`src/rtl/fetch_pkg.sv`:
```
// fetch_pkg: shared types and constants for the instruction fetch / decode path.
//   - ADDR_W_DEF / INSTR_W_DEF : default address and instruction widths
//   - field bit positions inside a 16-bit instruction word
//   - opcode_e : architectural opcodes (8..E are illegal)
//   - state_e  : decode/issue FSM states
package fetch_pkg;

    localparam int unsigned ADDR_W_DEF  = 8;
    localparam int unsigned INSTR_W_DEF = 16;

    localparam int unsigned OPC_MSB = 15;
    localparam int unsigned OPC_LSB = 12;
    localparam int unsigned RD_MSB  = 11;
    localparam int unsigned RD_LSB  = 8;
    localparam int unsigned RS1_MSB = 7;
    localparam int unsigned RS1_LSB = 4;
    localparam int unsigned RS2_MSB = 3;
    localparam int unsigned RS2_LSB = 0;
    localparam int unsigned IMM_MSB = 7;
    localparam int unsigned IMM_LSB = 0;

    typedef enum logic [3:0] {
        OP_NOP  = 4'h0,
        OP_ADD  = 4'h1,
        OP_SUB  = 4'h2,
        OP_AND  = 4'h3,
        OP_OR   = 4'h4,
        OP_XOR  = 4'h5,
        OP_LDI  = 4'h6,
        OP_JMP  = 4'h7,
        OP_HALT = 4'hF
    } opcode_e;

    typedef enum logic [1:0] {
        ST_FETCH  = 2'd0,
        ST_LATCH  = 2'd1,
        ST_ISSUE  = 2'd2,
        ST_HALTED = 2'd3
    } state_e;

endpackage

```
`src/rtl/instr_field_decode.sv`:
```
// instr_field_decode: purely combinational split of the instruction register.
//   ir      in  : instruction register contents
//   opcode  out : decoded opcode, illegal encodings mapped to OP_NOP
//   illegal out : opcode field is one of 8..E
//   is_jmp  out : opcode is JMP
//   is_halt out : opcode is HALT
//   rd/rs1/rs2/imm out : raw operand fields
module instr_field_decode
    import fetch_pkg::*;
#(
    parameter int unsigned INSTR_W = INSTR_W_DEF
) (
    input  logic [INSTR_W-1:0] ir,
    output opcode_e            opcode,
    output logic               illegal,
    output logic               is_jmp,
    output logic               is_halt,
    output logic [3:0]         rd,
    output logic [3:0]         rs1,
    output logic [3:0]         rs2,
    output logic [7:0]         imm
);

    logic [3:0] opc_raw;

    assign opc_raw = ir[OPC_MSB:OPC_LSB];
    assign rd      = ir[RD_MSB:RD_LSB];
    assign rs1     = ir[RS1_MSB:RS1_LSB];
    assign rs2     = ir[RS2_MSB:RS2_LSB];
    assign imm     = ir[IMM_MSB:IMM_LSB];

    always_comb begin
        opcode  = OP_NOP;
        illegal = 1'b0;
        case (opc_raw)
            4'h0, 4'h1, 4'h2, 4'h3, 4'h4, 4'h5, 4'h6, 4'h7, 4'hF:
                opcode = opcode_e'(opc_raw);
            default:
                illegal = 1'b1;
        endcase
        is_jmp  = (opcode == OP_JMP);
        is_halt = (opcode == OP_HALT);
    end

endmodule

```
`src/rtl/decode_issue_unit.sv`:
```
// decode_issue_unit: fetches a word from synchronous instruction memory,
// latches and decodes it, and issues it to execute over valid/ready.
//   clk, reset (async, active-low)
//   pc_value  in  : current PC / memory address
//   instr_in  in  : memory read data (one cycle after address)
//   en_pc     out : PC load enable, pulses on accepted non-HALT instruction
//   pc_next   out : PC load value (jump target or pc_value+1)
//   dec_valid/dec_ready : issue handshake
//   dec_opcode, dec_rd, dec_rs1, dec_rs2, dec_imm : decoded fields
//   illegal_op out : presented instruction had an illegal opcode
//   halted     out : sticky, set once HALT is accepted
module decode_issue_unit
    import fetch_pkg::*;
#(
    parameter int unsigned ADDR_W  = ADDR_W_DEF,
    parameter int unsigned INSTR_W = INSTR_W_DEF
) (
    input  logic               clk,
    input  logic               reset,
    input  logic [ADDR_W-1:0]  pc_value,
    input  logic [INSTR_W-1:0] instr_in,
    output logic               en_pc,
    output logic [ADDR_W-1:0]  pc_next,
    output logic               dec_valid,
    input  logic               dec_ready,
    output logic [3:0]         dec_opcode,
    output logic [3:0]         dec_rd,
    output logic [3:0]         dec_rs1,
    output logic [3:0]         dec_rs2,
    output logic [7:0]         dec_imm,
    output logic               illegal_op,
    output logic               halted
);

    state_e             state_q, state_d;
    logic               run_q, run_d;
    logic [INSTR_W-1:0] ir_q, ir_d;
    logic               dec_valid_q, dec_valid_d;
    logic               halted_q, halted_d;

    opcode_e            op;
    logic               illegal;
    logic               is_jmp;
    logic               is_halt;

    instr_field_decode #(
        .INSTR_W (INSTR_W)
    ) u_decode (
        .ir      (ir_q),
        .opcode  (op),
        .illegal (illegal),
        .is_jmp  (is_jmp),
        .is_halt (is_halt),
        .rd      (dec_rd),
        .rs1     (dec_rs1),
        .rs2     (dec_rs2),
        .imm     (dec_imm)
    );

    // The first cycle after reset release is spent in FETCH without advancing:
    // the PC register and memory are leaving reset on the same edge, so the
    // memory address is only guaranteed stable from the following cycle.
    always_comb begin
        state_d     = state_q;
        run_d       = 1'b1;
        ir_d        = ir_q;
        dec_valid_d = dec_valid_q;
        halted_d    = halted_q;
        case (state_q)
            ST_FETCH: begin
                if (run_q) begin
                    state_d = ST_LATCH;
                end
            end
            ST_LATCH: begin
                ir_d        = instr_in;
                dec_valid_d = 1'b1;
                state_d     = ST_ISSUE;
            end
            ST_ISSUE: begin
                if (dec_ready) begin
                    dec_valid_d = 1'b0;
                    if (is_halt) begin
                        halted_d = 1'b1;
                        state_d  = ST_HALTED;
                    end else begin
                        state_d = ST_FETCH;
                    end
                end
            end
            default: begin
                state_d = ST_HALTED;
            end
        endcase
    end

    always_ff @(posedge clk or negedge reset) begin
        if (!reset) begin
            state_q     <= ST_FETCH;
            run_q       <= 1'b0;
            ir_q        <= '0;
            dec_valid_q <= 1'b0;
            halted_q    <= 1'b0;
        end else begin
            state_q     <= state_d;
            run_q       <= run_d;
            ir_q        <= ir_d;
            dec_valid_q <= dec_valid_d;
            halted_q    <= halted_d;
        end
    end

    assign dec_valid  = dec_valid_q;
    assign dec_opcode = op;
    assign illegal_op = dec_valid_q & illegal;
    assign halted     = halted_q;
    assign en_pc      = (state_q == ST_ISSUE) && dec_ready && !is_halt;
    assign pc_next    = is_jmp ? ADDR_W'(dec_imm) : pc_value + ADDR_W'(1);

endmodule

```
`config.mk`:
```
export PLATFORM = sky130hd
export DESIGN_NAME = decode_issue_unit
export DESIGN_NICKNAME = d
export VERILOG_FILES = /design/src/rtl/fetch_pkg.sv /design/src/rtl/instr_field_decode.sv /design/src/rtl/decode_issue_unit.sv
export SDC_FILE = /design/constraint.sdc
export NUM_CORES = 1
export LEC_CHECK = 0
export ABC_AREA = 1
export BUFFER_PORTS_ARGS = -buffer_cell sky130_fd_sc_hd__clkbuf_2
export CORE_MARGIN = 2
export CORE_UTILIZATION = 45
export CTS_BUF_LIST = sky130_fd_sc_hd__clkbuf_16
export DETAILED_ROUTE_END_ITERATION = 6
export GPL_ROUTABILITY_DRIVEN = 0
export PLACE_DENSITY = 0.79
export SYNTH_ARGS = -nofsm -noshare
export SYNTH_HDL_FRONTEND = slang
export SYNTH_SLANG_ARGS = --single-unit
export TNS_END_PERCENT = 1
```
`constraint.sdc`:
```
create_clock -name clk -period 1.2 [get_ports clk]
set_input_delay 0.06 -clock clk [delete_from_list [all_inputs] [get_ports clk]]
set_output_delay 0.06 -clock clk [all_outputs]
set_load 0.1 [all_outputs]
```
==> metrics.txt <==
outcome=finished, violations left; dominant synthesized flop cell=dfrtp_1; core area=2734 um2; #FFs+latches synth=21; Filler cells=141; Post-synth ARST share=100.0%; I/O Buffers=62; final worst setup slack=-0.2403 ns; Sequential Area=528.0 um2; die width=57.31 um; I/O Pins=63; initial antenna violation count=0; vias in the first global route=1171; CP endpoint kind=output pin; clk slew on worst S/H paths=0.05 ns; routed wire length=3.358 mm; ANT cells=0; failing checks=setup timing; Mapped Nets=172; max-slew violations=0; CTS tree=yes; DRC marker count from the first detailed-route iteration=39; total number of vias=1179; Post-DRT Antenna Nets=0; CP max stage delay=0.36 ns; final core utilization=82.88%; largest net degree at the start of global routing=22; Pre-Repair DR Iteration Count=4; Final setup viols=14; Routed WL per cell=14.41 um; Post-DP HPWL=2.359 mm; EDFF count, synth=0; Final nets=231; Worst Clk Skew=0.001423 ns; final cell count without fillers=233; clk_lat worst skew=0.25 ns; Hold Vio Cnt, Final=0; Slew Limit Headroom=65.58%; most frequent cells in the layout=buf_12, clkbuf_2, nand2_1; Synth Cell Area=1279 um2; sequential share of the synthesized area=41.10%; Worst Hold Class=in2reg; die footprint=3284 um2; Setup Crit Path Kind=reg2out; Sink Count=21; pre-CTS setup slack=-0.08616 ns; clk root buf=clkbuf_16; RSZ-0062 raised after global routing=true; arrival time worst endpoint=1.38 ns; area delta synth->final=77.20%; Rows=19; yosys warns=0; Worst R2R Setup Slack=0.06 ns; post-synthesis cell count=144; crit-path cells=inv_2 -> nor2_4 -> nand2_4 -> buf_6 -> o21a_4 -> buf_12; Multi-input gate area=668.1 um2; vias per cell=5.060; Total GRT Usage=21.01%; TritonCTS Buffers=3; max-cap violation count=0; layout cells sized above 1=61.88%; Worst Tran Pin Value=0.5163 ns; Critical Path RT=1.14 ns; Worst setup SP type=flop; Max Clk Rate=0.6943 GHz; Max Buffers Root-to-Sink=2; DRC=0; leading cell type in the layout, fill and taps excluded=buf_12; Slowest-stage cell, CP=dfrtp_1; initial cell density of the core=46.77%; Avg Inst Size Synth=8.880 um2; DP Cell Count=227; Die Span Y=57.31 um; Yosys cell types=22; CP Max Fanout=5; total gr overflow=0; min Tclk post-route=1.440 ns; Sum Neg Setup Slack=-2.646 ns; first-pass GRT wire length=5.375 mm; period utilisation layout=120.0%; htree depth=1
==> area by class of cell <==
cell class / count / share of cell area [%]
clock buffer: 3 / 3.313
clock inverter: 1 / 0.1657
inverter: 15 / 2.706
multi-input combinational: 86 / 29.49
sequential: 21 / 23.30
tap: 31 / 1.712
timing repair buffer: 76 / 39.32
==> per-stage QoR <==
step | area (um2) | hold WS, ns
floorplan | 1370 | -0.2356
global placement | 2102 | 0.05543
detailed placement | 2102 | 0.05923
CTS | 2212 | 0.03332
global route | 2266 | 0.03994
finish | 2266 | 0.03605
==> timing repair <==
action,4_1_cts,5_1_grt
setup buffers,0,1
gates resized for setup,10,12
setup endpoints to repair,14,25
gates cloned,0,0
endpoints found under the hold margin,21,0
pin swaps,4,5
hold buffers,1,0
==> metal layers <==
layer	wire length (um)	part of all wire, %	up-vias	global-route usage, %
met4	99	2.9	0	7.973
met3	220	6.6	8	3.628
met2	1721	51	65	34.98
met1	1316	39	549	27.50
met5	0	0	-	0
li1	-	-	557	-
==> cell usage after synthesis, drive strengths merged, types with 3 or more instances <==
cell / instances / share of area [%]
nand2: 32 / 9.6
nand3: 8 / 3.1
nor3: 3 / 1.2
o21ai: 4 / 1.6
a21oi: 4 / 1.6
nor2: 14 / 4.1
inv: 15 / 4.4
buf: 22 / 14
mux2: 13 / 15
dfrtp: 21 / 41
==> sequential cells by signal, indices dropped and copies added (netlist names) <==
register,flops
dec_valid,1
ir_q,16
state_q,2
halted,1
run_q,1
==> kinds of logic (layout without fill, tap and decap cells) <==
kind of cell / Yosys count / in the layout / share of synthesized area, %
and+or+nand+nor: 58 / 58 / 18.49
buffers and inverters: 37 / 95 / 17.91
DFF: 21 / 21 / 41.10
muxes: 13 / 13 / 14.97
AOI/OAI and AO/OA: 12 / 12 / 5.578
adders and majority gates: 1 / 1 / 0.9783
other: 1 / 1 / 0.2933
xor gates and xnor gates: 1 / 1 / 0.6851
==> worst max-delay path: cells and delay by family (launching register included) <==
kind,cells,cell delay (ns)
flops,1,0.36
compound gates,1,0.19
buf+inv,3,0.35
simple gates,2,0.21
==> final timing paths <==
kind / start / endpoint / cells past startpoint
setup / recovery: ir_q[14] / pc_next[2] / 6
hold / removal: instr_in[11] / ir_q[11] / 2
setup reg to reg: state_q[1] / ir_q[10] / 4
hold reg to reg: halted / halted / 1
max in group asynchronous: reset / state_q[0] / 2
min in group asynchronous: reset / dec_valid / 2
Power is not shown: default switching activity piles up to over one toggle a cycle in this logic, so the estimate is an artifact.
